File: config.mk
export PLATFORM = sky130hd
export DESIGN_NAME = bus_arbiter
export DESIGN_NICKNAME = d
export VERILOG_FILES = /design/src/rtl/bus_arbiter.sv
export SDC_FILE = /design/constraint.sdc
export NUM_CORES = 1
export LEC_CHECK = 0
export BUFFER_PORTS_ARGS = -buffer_cell sky130_fd_sc_hd__clkbuf_2
export CELL_PAD_IN_SITES_DETAIL_PLACEMENT = 1
export CELL_PAD_IN_SITES_GLOBAL_PLACEMENT = 1
export CORE_UTILIZATION = 41
export DETAILED_ROUTE_END_ITERATION = 10
export PLACE_DENSITY = 0.83
export SETUP_SLACK_MARGIN = 0.5
export SYNTH_ARGS = -nofsm -noshare
export SYNTH_HDL_FRONTEND = slang
export SYNTH_SLANG_ARGS = --single-unit
File: constraint.sdc
create_clock -name clk -period 3.9 [get_ports clk]
set_input_delay 0.39 -clock clk [delete_from_list [all_inputs] [get_ports clk]]
set_output_delay 0.39 -clock clk [all_outputs]
set_load 0.05 [all_outputs]
File: src/rtl/bus_arbiter.sv
// ---------------------------------------------------------------------------
// bus_arbiter
//   Round-robin owner selection for a shared bus with four drivers
//   (R0, ALU, PC, switch input). An owner keeps the bus while it requests,
//   up to MAX_HOLD cycles when someone else is waiting. Every change of owner
//   passes through a single dead GAP cycle so two drivers never overlap.
//
// Ports
//   clk          in   system clock, rising edge
//   reset        in   synchronous active-high reset
//   req[3:0]     in   requests, level-held: 0=R0 1=ALU 2=PC 3=switch
//   gnt[3:0]     out  registered one-hot grant, zero when nobody owns the bus
//   nr0_bus      out  active-low R0 drive enable     (~gnt[0])
//   nalu_bus     out  active-low ALU drive enable    (~gnt[1])
//   npc_bus      out  active-low PC drive enable     (~gnt[2])
//   nsw_bus      out  active-low switch drive enable (~gnt[3])
//   gnt_id[1:0]  out  index of current/last owner
//   busy         out  high while in OWN
//   o_dbg_state  out  raw FSM state (0 IDLE, 1 OWN, 2 GAP)
// ---------------------------------------------------------------------------
module bus_arbiter #(
    parameter int MAX_HOLD = 16
) (
    input  logic       clk,
    input  logic       reset,
    input  logic [3:0] req,
    output logic [3:0] gnt,
    output logic       nr0_bus,
    output logic       nalu_bus,
    output logic       npc_bus,
    output logic       nsw_bus,
    output logic [1:0] gnt_id,
    output logic       busy,
    output logic [1:0] o_dbg_state
);

    typedef enum logic [1:0] {
        S_IDLE = 2'd0,
        S_OWN  = 2'd1,
        S_GAP  = 2'd2
    } state_t;

    localparam logic [7:0] HOLD_LAST = 8'(MAX_HOLD - 1);

    state_t     r_state;
    logic [3:0] r_gnt;
    logic [1:0] r_gnt_id;
    logic [1:0] r_ptr;
    logic [7:0] r_hold;

    logic       w_win_valid;
    logic [1:0] w_win_idx;
    logic [1:0] w_cand;
    logic [3:0] w_win_onehot;
    logic       w_own_req;
    logic       w_others;
    logic       w_release;

    // Round-robin search. Walk from the farthest offset back to the pointer
    // so the last hit written is the one closest to the pointer.
    always_comb begin
        w_win_valid = 1'b0;
        w_win_idx   = 2'd0;
        w_cand      = 2'd0;
        for (int k = 3; k >= 0; k--) begin
            w_cand = r_ptr + 2'(k);
            if (req[w_cand]) begin
                w_win_valid = 1'b1;
                w_win_idx   = w_cand;
            end
        end
    end

    assign w_win_onehot = 4'b0001 << w_win_idx;
    assign w_own_req    = req[r_gnt_id];
    assign w_others     = |(req & ~r_gnt);
    // Owner drop and hold expiry both land in the same single GAP cycle.
    assign w_release    = !w_own_req || ((r_hold == HOLD_LAST) && w_others);

    always_ff @(posedge clk) begin
        if (reset) begin
            r_state  <= S_IDLE;
            r_gnt    <= 4'b0000;
            r_gnt_id <= 2'd0;
            r_ptr    <= 2'd0;
            r_hold   <= 8'd0;
        end else begin
            case (r_state)
                S_IDLE, S_GAP: begin
                    if (w_win_valid) begin
                        r_state  <= S_OWN;
                        r_gnt    <= w_win_onehot;
                        r_gnt_id <= w_win_idx;
                        r_ptr    <= w_win_idx + 2'd1;
                        r_hold   <= 8'd0;
                    end else begin
                        r_state <= S_IDLE;
                        r_gnt   <= 4'b0000;
                    end
                end
                S_OWN: begin
                    if (w_release) begin
                        r_state <= S_GAP;
                        r_gnt   <= 4'b0000;
                    end else if (r_hold != HOLD_LAST) begin
                        // Saturates so a lone owner keeps the bus indefinitely
                        // yet yields on the first edge a rival shows up.
                        r_hold <= r_hold + 8'd1;
                    end
                end
                default: begin
                    r_state <= S_IDLE;
                    r_gnt   <= 4'b0000;
                end
            endcase
        end
    end

    assign gnt         = r_gnt;
    assign nr0_bus     = ~r_gnt[0];
    assign nalu_bus    = ~r_gnt[1];
    assign npc_bus     = ~r_gnt[2];
    assign nsw_bus     = ~r_gnt[3];
    assign gnt_id      = r_gnt_id;
    assign busy        = (r_state == S_OWN);
    assign o_dbg_state = r_state;

endmodule

# After elaboration in Yosys (flattened, before gate mapping)
# Cells that the tools add are included.
# W data, S select, Z words.
[totals]
ff_bits = 18
inputBits = 6
out_inout_bits = 13
[classes]
add_sub_neg = 5
order_cmp = 5
n_eq_ne = 8
shift = 1
mux = 28
bitwise_logic = 6
reduce_logical = 9
[op_table]
columns = ["cell", "count"]
rows = [
  ["$mux W8", 3],
  ["$pmux W8 S2", 1],
  ["$lt A2 B3 Y1 const B", 5],
  ["$bmux W1 S2", 5],
  ["$mux W1", 10],
  ["$mux W2", 5],
  ["$add A8 B1 Y8 const B", 1],
  ["$eq A8 B4 Y1 const B", 1],
  ["$mux W4", 2],
  ["$ne A8 B4 Y1 const B", 1],
  ["$pmux W4 S2", 1],
  ["$add A2 B1 Y2 const B", 2],
  ["$add A2 B2 Y2 const B", 2],
  ["$and A4 B4 Y4", 1],
  ["$ne A2 B1 Y1 const B", 2],
  ["$ne A2 B2 Y1 const B", 2],
  ["$not A1 Y1", 4],
  ["$not A4 Y4", 1],
  ["$pmux W2 S2", 1],
  ["$reduce_and A4 Y1", 1],
  ["$reduce_or A4 Y1", 1],
  ["$shl A1 B2 Y4 const A", 1],
  ["$eq A2 B1 Y1 const B", 1],
  ["$eq A2 B2 Y1 const B", 1],
  ["other kinds (7)", 7],
]

# Longest topological paths before layout
# Gate-level depths: netlist (run 1).
[depth]
word_depth = 10
ltp_mapped = 6
depth_no_buf = 6

# Worst setup path after synthesis (run 1)
# OpenSTA, ideal clock, no wires.
[synth_path]
path_type = "reg2reg"
start = "register r_gnt[0], in the netlist gnt[0]"
end = "register r_gnt[1], in the netlist gnt[1]"
arrival_ns = 1.915
required_ns = 3.812
path_slack_ns = 1.897
path_stages_with_launch = 6
synth_period_minus_slack_ns = 2.003
path_cell_list = "dfxtp_1 > inv_1 > a2111oi_0 > or2_2 > nand2_1 > o31ai_1"
[synth_via]
elab_chain_cells = 6
[synth_lines]
columns = ["item", "line", "text"]
rows = [
  ["start, declared", "46", "logic [3:0] r_gnt;"],
  ["start signal, assigned", "92", "r_gnt <= w_win_onehot;"],
  ["$not A4 Y4", "76", "assign w_others = |(req & ~r_gnt);"],
  ["$and A4 B4 Y4", "76", ""],
  ["$reduce_or A4 Y1", "76", ""],
  ["$logic_and A1 B1 Y1", "78", "assign w_release = !w_own_req || ((r_hold == HOLD_LAST) && w_others);"],
  ["$logic_or A1 B1 Y1", "78", ""],
  ["$ne A2 B1 Y1 (no line)", "-", ""],
]
# No other way between the ends.
# A chain may end at the register's enable or synchronous reset.

# Final worst setup path (run 1)
[layout_path]
start = "register r_ptr[1]"
end = "register r_gnt[1], in the netlist gnt[1]"
[layout_via]
elab_chain_cells = 10
[layout_lines]
columns = ["item", "line", "text"]
rows = [
  ["start, declared", "48", "logic [1:0] r_ptr;"],
  ["start signal, assigned", "94", "r_ptr <= w_win_idx + 2'd1;"],
  ["$add A2 B2 Y2", "66", "w_cand = r_ptr + 2'(k);"],
  ["$bmux W1 S2", "67", "if (req[w_cand]) begin"],
  ["$mux W1 (implied by the code)", "67", ""],
  ["$mux W2 (4 in series)", "67", ""],
  ["$shl A1 B2 Y4", "74", "assign w_win_onehot = 4'b0001 << w_win_idx;"],
  ["$mux W4 (*)", "90", "if (w_win_valid) begin"],
  ["$pmux W4 S2 (*)", "88", "case (r_state)"],
]
# Mark *: on every way between the ends. The rest lies on a longest branch, timed or not. The select of a mux whose other input is x is not followed.

==> results of run 1 <==
routing by layer:
layer	vias to the layer above	track usage, %	part of all wire [%]
li1	435	-	-
met1	408	29.0	50
met2	20	32.9	45
met3	4	4.32	3.0
met4	0	10.0	1.9
met5	-	0	0
flip-flops by register name, summed over array words and instances, names as in the netlist:
register / cells
gnt: 4
gnt_id: 2
o_dbg_state: 2
r_hold: 8
r_ptr: 2
power by group through the flow:
stage | Clock [mW] | Combinational [mW] | Sequential [mW]
after floorplan | 0 | 0.0707 | 0.235
after global placement | 0 | 0.123 | 0.211
after detailed placement | 0 | 0.126 | 0.212
after CTS | 0.0966 | 0.127 | 0.208
after global routing | 0.101 | 0.136 | 0.210
final | 0.0919 | 0.126 | 0.208
cell usage in the layout, fill, tap and decap left out, types with 2 or more instances in the layout:
cell type / instances
a21oi_1: 9
and3_1: 2
clkbuf_2: 18
clkbuf_4: 3
dfxtp_1: 18
inv_1: 8
mux2i_1: 3
nand2_1: 9
nand2b_1: 5
nand3_1: 6
nand3b_1: 2
nand4_1: 3
nor2_1: 13
nor2b_1: 4
nor4_1: 2
or2_1: 2
xor2_1: 6
worst max-delay path by stage:
stage | slack, ps | to | depth (start not counted)
2_1_floorplan | 1900 | gnt[1]$_SDFFE_PP0P_ | 5
3_3_place_gp | 2060 | gnt[1]$_SDFFE_PP0P_ | 6
3_5_place_dp | 2010 | gnt[1]$_SDFFE_PP0P_ | 6
4_1_cts | 2170 | gnt[1]$_SDFFE_PP0P_ | 5
5_1_grt | 2020 | gnt[3]$_SDFFE_PP0P_ | 5
6_report | 2170 | gnt[1]$_SDFFE_PP0P_ | 5
cell families (layout without fill, tap and decap cells):
logic type	count (synthesis)	in the layout	share of synthesized area [%]
compound gates	21	21	16.8
xor+xnor	6	6	5.63
fa+ha+maj	1	1	1.34
buf+inv	10	29	4.02
flops	18	18	38.6
mux	3	3	3.22
simple gates	54	54	30.4
layout make-up:
cell class                 instances  area share, %
multi-input combinational         85           49.9
sequential                        18           33.6
timing repair buffer              18           8.40
tap                               27           3.15
inverter                           8           2.80
clock buffer                       3           2.10
==> results by group, run 1 <==
Synth
  – Area share of the largest cell type after synthesis: between 30 and 40%
  – Register area share after synthesis: about two fifths
  – Top-count cell post-synth: dfxtp_1
  – List of most frequent post-synthesis cells: 18 x dfxtp_1, 13 x nor2_1, 9 x a21oi_1, 9 x nand2_1, 8 x inv_1
  – Gate Count Post-Synth: 113
  – Synth area leader: dfxtp_1
  – Count of cell types in the netlist: 35
  – EDFF count, synth: 0
  – Dominant cells by area after synthesis: dfxtp_1 39%, xor2_1 5.6%, nor2_1 5.2%
  – Syn avg cell area: 8.26 um^2
  – Primary FF master, synth: dfxtp_1
  – Synthesized net count: 120
  – Synthesized flop and latch total: 18
  – Ys Warns: 0
  – Post-synthesis async set-or-reset flop share: 0%
  – Post-Syn Area: a little over 900 um^2

STA
  – Setup tns final: 0 ps
  – Min Tclk post-route: 1730 ps
  – Worst slew pin tran: between 500 and 600 ps
  – Tcrit/Tclk final: about 44%
  – Final Setup Violations: 0
  – Max Slew Vio Count: 0
  – Final hold violations: 0
  – Final Worst Setup Slack: around 2200 ps
  – Fmax: 577 MHz
  – Unrepaired setup endpoints after global routing: false
  – Hold WS: around 450 ps
  – Slew headroom: 59.6%
  – Skew final: approximately 6.7 ps

Critical path
  – Worst Setup SP: r_ptr[1]$_SDFFE_PP0P_
  – Worst stage delay on the critical path: approximately 500 ps
  – Slowest library cell on the worst path: or4_1
  – CP arrival: ~2000 ps
  – Req. time, crit path: approximately 4100 ps
  – Path depth of the worst reg2reg path: 5
  – Crit path buf inv count: 0
  – Reg2reg setup slack: 2170 ps
  – Crit-path leading delay family: simple AND/OR/NAND/NOR gates
  – RR Startpoint: r_ptr[1]$_SDFFE_PP0P_
  – Crit path kind: register to register
  – CP max FO: 6
  – CP Cell Sequence: mux2i_1, nor2_1, a311o_1, or4_1, o31ai_1
  – Reg2reg end: gnt[1]$_SDFFE_PP0P_
  – CP startpoint kind: register
  – CP Capture Type: register

Finish
  – Nets: ~140
  – Fill count: between 200 and 300
  – Utilization after layout: ~53%
  – Register Area: ~360 um^2
  – Non-Filler Instances: 159
  – N_diodes: 0
  – Share of cells above drive strength 1: 19.7%
  – Area added between synthesis and finish: 14.9%
  – Design Area, Final: about 1100 um^2
  – Multi-input logic area: ~540 um^2

Min path
  – Hold Crit Depth: 2
  – Hold_sp: reset
  – Hold/Removal Path Class: primary input to register
  – Hold path endpoint: gnt[0]$_SDFFE_PP0P_

Pwr
  – P per Cell Area: ~400 nW/um^2
  – Clock Power Share: approximately 22%
  – Power Total: ~0.43 mW
  – Pleak: between 0.4 and 0.5 nW
  – Sw Ratio: roughly 37%
  – Internal power: ~0.27 mW
  – Worst-case vdd ir drop: about 300 uV
  – Register share of total power: about 50%
  – Net Sw Power: about 0.16 mW
  – Combinational share of power: 29.7%

Place
  – Area after DPL: ~1000 um^2
  – Post-Place Cells: 156
  – PortBufs: 18
  – GP Congestion: roughly 0.82
  – Place WS: 2010 ps
  – DP HPWL: roughly 1700 um

Global route
  – Largest net degree at the start of global routing: 15
  – Initial antenna violation count: 0
  – Vias in the first global route: roughly 870
  – Grt ovf: 0
  – First-pass GRT wire length: between 4000 and 5000 um
  – All-Layer GR Usage: 21.6%

Clock tree
  – Clk_lat worst skew: approximately 290 ps
  – Clock slew seen by the registers of the worst setup and hold paths: approximately 100 ps
  – Setup bufs post-CTS: 0
  – Htree depth: 1
  – CTS sink cnt: 18
  – Hold Buf Count CTS: 0
  – Resize count post-CTS: 0
  – Clock buffer count from CTS: 3
  – Clk root buf: clkbuf_4
  – Max clock buf depth: 2
  – CTS tree: built

Run
  – Total of max-cap violations: 0

Die
  – Core area: between 2000 and 2500 um^2
  – Initial Util: between 40% and 50%
  – Die boundary width: 49.7 um
  – # IOs: 19
  – Die area: ~2500 um^2
  – Die Ht: 49.7 um
  – # rows: 16

Drt
  – Initial DRC Count: 12
  – WL/cell: ~14 um
  – Drt pass-1 iters: 4
  – Routed Antenna Nets: 0
  – Via count: slightly below 900
  – Avg Vias per Cell: between 5 and 6
  – # DRC: 0
  – Routed WL: about 2300 um

Outcome
  – Outcome: finished clean
No activity file was read; power rests on OpenSTA's default activity.
==> run 2, diff against run 1 <==
--- a/config.mk
+++ b/config.mk
@@ -8,9 +8,9 @@
 export BUFFER_PORTS_ARGS = -buffer_cell sky130_fd_sc_hd__clkbuf_2
 export CELL_PAD_IN_SITES_DETAIL_PLACEMENT = 1
 export CELL_PAD_IN_SITES_GLOBAL_PLACEMENT = 1
-export CORE_UTILIZATION = 41
+export CORE_UTILIZATION = 38
 export DETAILED_ROUTE_END_ITERATION = 10
-export PLACE_DENSITY = 0.83
+export PLACE_DENSITY = 0.77
 export SETUP_SLACK_MARGIN = 0.5
 export SYNTH_ARGS = -nofsm -noshare
 export SYNTH_HDL_FRONTEND = slang
==> constraint.sdc (replaced) <==
create_clock -name clk -period 1.6 [get_ports clk]
set_input_delay 0.16 -clock clk [delete_from_list [all_inputs] [get_ports clk]]
set_output_delay 0.16 -clock clk [all_outputs]
set_load 0.05 [all_outputs]
==> run 2 against run 1 <==
Compared with the run above:
- the flow now finishes with violations (negative setup slack)
- combinational power rose to 4.3 times the previous value
- clock skew fell by 3.2 ps
- global-route usage rose by 6.5 points
- sequential share of layout area fell by 9.1 points
- first-iteration DRC count rose to 3.0 times the previous value
- clock power rose to 3.4 times the previous value
- utilization rose by 17 points
- hold slack got worse by 250 ps
- register-to-register slack got worse by 2300 ps
- highest routed layer unchanged
==> results by group, run 2 (synthesis results as in run 1) <==
Outcome
  – Outcome: finished, violations left
  – Failing checks: negative setup slack

Place
  – DP HPWL: between 1500 and 2000 um
  – GP Congestion: 0.855
  – PortBufs: 18

Finish
  – Fill count: 250
  – N_diodes: 0
  – Most frequent cells in the layout: 14 x buf_4, 12 x nor2_1, 10 x buf_6
  – Share of cells above drive strength 1: between 50 and 60%
  – Utilization after layout: a little under 70%
  – Area added between synthesis and finish: 68.2%
  – Nets: around 160
  – Most common cell after layout, fill and taps aside: buf_4
  – Reg with most FFs: r_hold
  – Max FFs per register: 8

Drt
  – # DRC: 0
  – Avg Vias per Cell: around 5.9
  – Routed WL: 4080 um
  – Via count: approximately 1,100
  – Drt pass-1 iters: 4
  – Initial DRC Count: 36
  – Routed Antenna Nets: 0
  – WL/cell: about 23 um

Critical path
  – RR Startpoint: gnt_id[0]$_SDFFE_PP0P_
  – CP startpoint kind: register
  – Reg2reg setup slack: -130 ps
  – CP Capture Type: register
  – Crit path kind: register to register
  – CP arrival: around 1900 ps
  – CP max FO: 8
  – Path depth of the worst reg2reg path: 8
  – Req. time, crit path: about 1800 ps
  – Reg2reg end: r_hold[5]$_SDFFE_PP0P_

Pwr
  – Register share of total power: 37.5%
  – Internal power: approximately 0.86 mW
  – P per Cell Area: 874 nW/um^2
  – Sw Ratio: 37.3%
  – Net Sw Power: approximately 0.5 mW
  – Pleak: about 0.62 nW
  – Power Total: ~1.4 mW
  – Clock Power Share: between 20% and 30%
  – Worst-case vdd ir drop: 697 uV
  – Combinational share of power: 39.7%

STA
  – Min Tclk post-route: ~1700 ps
  – Fmax: 577 MHz
  – Final hold violations: 0
  – Worst slew pin tran: between 500 and 600 ps
  – Max Slew Vio Count: 0
  – Skew final: ~3.5 ps
  – Unrepaired setup endpoints after global routing: true
  – Final Setup Violations: 9
  – Tcrit/Tclk final: 108%
  – Slew headroom: 61.9%
  – Final Worst Setup Slack: -134 ps

Die
  – # rows: 17
  – Die Ht: ~52 um
  – Die boundary width: a little over 50 um
  – Core area: around 2300 um^2
  – Initial Util: 41.4%
  – # IOs: 19
  – Die area: 2660 um^2

Run
  – Total of max-cap violations: 0

Global route
  – Initial antenna violation count: 0
  – Grt ovf: 0
  – First-pass GRT wire length: 5300 um
  – All-Layer GR Usage: about 28%
  – Largest net degree at the start of global routing: 15
  – Vias in the first global route: 1,117

Clock tree
  – CTS tree: built
  – Max clock buf depth: 2
  – Clk_lat worst skew: 320 ps
  – CTS sink cnt: 18
  – Clock buffer count from CTS: 3
  – Clock slew seen by the registers of the worst setup and hold paths: between 100 and 150 ps
  – Htree depth: 1
  – Clk root buf: clkbuf_4
  – Hold Buf Count CTS: 0

Min path
  – Hold/Removal Path Class: primary input to register
  – Hold_sp: reset
  – Hold Crit Depth: 2
  – Hold path endpoint: gnt[0]$_SDFFE_PP0P_
-- run 2: cell count changes in the layout (fill, tap and decap cells not counted), moves of 3 or more --
| cell | previous run | this run |
|---|---|---|
| clkbuf_2 | 18 | 5 |
| nand2_1 | 9 | 5 |
| buf_6 | 0 | 10 |
| or2_4 | 0 | 3 |
| dfxtp_1 | 18 | 6 |
| dfxtp_4 | 0 | 4 |
| buf_4 | 0 | 14 |
| clkbuf_16 | 0 | 4 |
| dfxtp_2 | 0 | 8 |
| nand2_2 | 1 | 4 |
| clkbuf_8 | 0 | 3 |
-- run 2: repair_timing --
action | in CTS | in global routing
pin swaps | 7 | 12
hold endpoints to repair | 0 | 0
setup buffers | 5 | 6
resized for setup | 36 | 36
endpoints found under the setup margin | 31 | 31
-- run 2: final cells by class --
type                            count  area [um^2]  share of cell area (%)
Tap cell                           28         35.0                    2.23
Clock buffer                        4         36.3                    2.31
Multi-Input combinational cell     85          668                    42.5
Inverter                            8         37.5                    2.39
Timing Repair Buffer               38          408                    26.0
Sequential cell                    18          385                    24.5
-- run 2: worst max path at each step --
stage,to,from,cells after the start
3_5_place_dp,gnt[1]$_SDFFE_PP0P_,r_ptr[1]$_SDFFE_PP0P_,5
3_3_place_gp,gnt[1]$_SDFFE_PP0P_,r_ptr[1]$_SDFFE_PP0P_,5
6_report,r_hold[5]$_SDFFE_PP0P_,gnt_id[0]$_SDFFE_PP0P_,8
4_1_cts,r_hold[4]$_SDFFE_PP0P_,gnt_id[0]$_SDFFE_PP0P_,5
5_1_grt,r_hold[5]$_SDFFE_PP0P_,gnt_id[0]$_SDFFE_PP0P_,8
2_1_floorplan,r_hold[4]$_SDFFE_PP0P_,o_dbg_state[0]$_SDFFE_PP0P_,5
-- run 2: power groups by stage --
stage	sequential, mW	clock [mW]	combinational [mW]
floorplan	0.580	0	0.182
global placement	0.518	0	0.332
detailed placement	0.520	0	0.339
CTS	0.508	0.308	0.437
global route	0.517	0.334	0.566
finish	0.515	0.313	0.545
-- run 2: worst max-delay path, cell delays in order, from the launching register on --
cell and delay [ps]:
dfxtp_2 360, buf_6 90, buf_6 110, nand3b_1 150, o22ai_4 350, buf_4 180
nand3_1 100, xor2_1 200, nor2_1 80
-- run 2: per-stage QoR --
step	hold slack, ps	setup WS, ps	instances	instance area (um^2)	setup TNS [ps]
6_report	204	-134	181	1570	-358
5_1_grt	194	-230	181	1570	-1380
4_1_cts	193	8.90	175	1400	0
3_5_place_dp	494	27.7	166	1160	0
3_3_place_gp	481	64.1	166	1160	0
2_1_floorplan	311	-9.48	113	978	-9.48
-- run 2: per-layer routing --
layer  global-route usage (%)  vias to the layer above  wire, um  part of all wire (%)
li1                         -                      480         -                     -
met1                     29.2                      532      1550                    38
met4                     15.8                        0       209                   5.1
met5                        0                        -         0                     0
met2                     52.6                       42      2160                    53
met3                     4.68                       18       159                   3.9
==> run 3, diff against run 2 <==
--- a/config.mk
+++ b/config.mk
@@ -8,9 +8,10 @@
 export BUFFER_PORTS_ARGS = -buffer_cell sky130_fd_sc_hd__clkbuf_2
 export CELL_PAD_IN_SITES_DETAIL_PLACEMENT = 1
 export CELL_PAD_IN_SITES_GLOBAL_PLACEMENT = 1
-export CORE_UTILIZATION = 38
+export CORE_UTILIZATION = 35
 export DETAILED_ROUTE_END_ITERATION = 10
-export PLACE_DENSITY = 0.77
+export HOLD_SLACK_MARGIN = 0.08
+export PLACE_DENSITY = 0.75
 export SETUP_SLACK_MARGIN = 0.5
 export SYNTH_ARGS = -nofsm -noshare
 export SYNTH_HDL_FRONTEND = slang
==> constraint.sdc (replaced) <==
create_clock -name clk -period 1.49 [get_ports clk]
set_input_delay 0.149 -clock clk [delete_from_list [all_inputs] [get_ports clk]]
set_output_delay 0.149 -clock clk [all_outputs]
set_load 0.05 [all_outputs]
==> run 3 against run 2 <==
Compared with the run above:
- the run still ends with negative setup slack left
- combinational power increased by 19%
- total power increased by 12%
- largest power group unchanged
- die area increased by 8.2%
- critical path depth decreased by 3
- register-to-register slack got worse by 80 ps
- critical endpoint is now gnt[1]$_SDFFE_PP0P_
==> results by group, run 3 (synthesis results as in run 1) <==
Critical path
  – Path depth of the worst reg2reg path: 5
  – Reg2reg end: gnt[1]$_SDFFE_PP0P_
  – Worst stage delay on the critical path: between 400 and 500 ps
  – CP startpoint kind: register
  – RR Startpoint: r_ptr[1]$_SDFFE_PP0P_
  – Req. time, crit path: 1720 ps
  – Crit path kind: register to register
  – CP Capture Type: register
  – CP arrival: roughly 1900 ps
  – CP Cell Sequence: mux2i_1, nor2_1, a311o_1, or4_1, o31ai_1
  – Reg2reg setup slack: -210 ps
  – Slowest library cell on the worst path: or4_1
  – CP max FO: 3

Finish
  – Reg with most FFs: r_hold
  – Share of cells above drive strength 1: about 60%
  – N_diodes: 0
  – Nets: between 150 and 200
  – Most frequent cells in the layout: 16 x buf_4, 13 x nor2_1, 9 x buf_6
  – Max FFs per register: 8
  – Non-Filler Instances: 189
  – Utilization after layout: about 69%
  – Area added between synthesis and finish: 85.5%
  – Most common cell after layout, fill and taps aside: buf_4

Drt
  – Routed WL: 4090 um
  – Routed wl met2: between 2000 and 2500 um
  – Via count: between 1,000 and 1,500
  – WL/cell: approximately 22 um
  – Max Used Layer: met4
  – Avg Vias per Cell: 5.83
  – Drt pass-1 iters: 4
  – Initial DRC Count: 30
  – Wl on met1: between 1500 and 2000 um
  – Metal3 WL: about 130 um
  – # DRC: 0
  – Routed Antenna Nets: 0

Clock tree
  – Clock slew seen by the registers of the worst setup and hold paths: roughly 120 ps
  – Clock buffer count from CTS: 3
  – Hold Buf Count CTS: 0
  – CTS tree: built
  – CTS sink cnt: 18
  – Htree depth: 1
  – Clk root buf: clkbuf_4
  – Max clock buf depth: 2
  – Clk_lat worst skew: ~320 ps

STA
  – Final Worst Setup Slack: -211 ps
  – Final Setup Violations: 16
  – Tcrit/Tclk final: 114%
  – Fmax: about 590 MHz
  – Skew final: 3.79 ps
  – Max Slew Vio Count: 0
  – Slew headroom: between 60% and 70%
  – Worst slew pin tran: between 400 and 500 ps
  – Min Tclk post-route: 1700 ps
  – Final hold violations: 0
  – Hold WS: 196 ps
  – Unrepaired setup endpoints after global routing: true

Pwr
  – Pleak: between 0.6 and 0.7 nW
  – Worst-case vdd ir drop: ~780 uV
  – P per Cell Area: 889 nW/um^2

Die
  – Initial Util: 37.3%
  – # IOs: 19
  – Die boundary width: roughly 54 um
  – Core area: 2500 um^2
  – Die area: roughly 2900 um^2
  – Die Ht: about 54 um
  – # rows: 18

Min path
  – Hold/Removal Path Class: primary input to register
  – Hold path endpoint: gnt[0]$_SDFFE_PP0P_
  – Hold_sp: reset
  – Hold Crit Depth: 2

Place
  – DP HPWL: between 2000 and 2500 um
  – Post-Place Cells: about 180
  – GP Congestion: just under 0.8
  – PortBufs: 18

Outcome
  – Outcome: finished, violations left
  – Failing checks: negative setup slack

Global route
  – All-Layer GR Usage: around a quarter
  – First-pass GRT wire length: 5110 um
  – Initial antenna violation count: 0
  – Grt ovf: 0
  – Vias in the first global route: roughly 1,000
  – Largest net degree at the start of global routing: 15

Run
  – Total of max-cap violations: 0
==> run 3: worst max-delay path by stage <==
stage	from	to	slack (ps)
3_3_place_gp	r_ptr[1]$_SDFFE_PP0P_	gnt[1]$_SDFFE_PP0P_	-40
4_1_cts	r_ptr[1]$_SDFFE_PP0P_	gnt[1]$_SDFFE_PP0P_	-60
2_1_floorplan	o_dbg_state[0]$_SDFFE_PP0P_	r_hold[4]$_SDFFE_PP0P_	-120
3_5_place_dp	r_ptr[1]$_SDFFE_PP0P_	gnt[1]$_SDFFE_PP0P_	-130
5_1_grt	o_dbg_state[0]$_SDFFE_PP0P_	r_hold[7]$_SDFFE_PP0P_	-220
6_report	r_ptr[1]$_SDFFE_PP0P_	gnt[1]$_SDFFE_PP0P_	-210
==> run 3: per-layer routing <==
metal | GRT usage (%) | up-vias
met5 | 0 | -
met4 | 6.58 | 0
met3 | 3.95 | 15
li1 | - | 489
met1 | 30.5 | 548
met2 | 46.3 | 49
==> run 3: area by class of cell <==
class / instances / area, um^2
sequential: 18 / 394
tap: 30 / 37.5
multi-input combinational: 85 / 704
fill: 256 / 768
timing repair buffer: 44 / 522
inverter: 8 / 37.5
clock buffer: 4 / 36.3
==> run 3: critical path: cells and delay by family (launching register included) <==
kind | cells | cell delay [ps]
AOI/OAI and AO/OA | 2 | 420
muxes | 1 | 270
DFF | 1 | 390
and+or+nand+nor | 2 | 520
==> run 3: report_power, final <==
group / internal, mW / switching, mW
clock network: 0.150 / 0.188
registers: 0.512 / 0.0414
logic: 0.309 / 0.339
==> run 3: metrics by stage <==
step           total power [mW]  setup TNS [ps]  setup WS (ps)  cell area [um^2]
2_1_floorplan             0.821            -344           -119               981
3_3_place_gp              0.941           -76.7          -41.5              1230
3_5_place_dp              0.953            -388           -126              1230
4_1_cts                    1.40            -317          -63.0              1570
5_1_grt                    1.58           -2320           -219              1730
6_report                   1.54           -1660           -211              1730
==> run 3: timing repair <==
action,CTS,global route
hold endpoints to repair,0,0
resized for setup,58,33
setup endpoints to repair,31,31
pin swaps,17,15
setup buffers,4,5
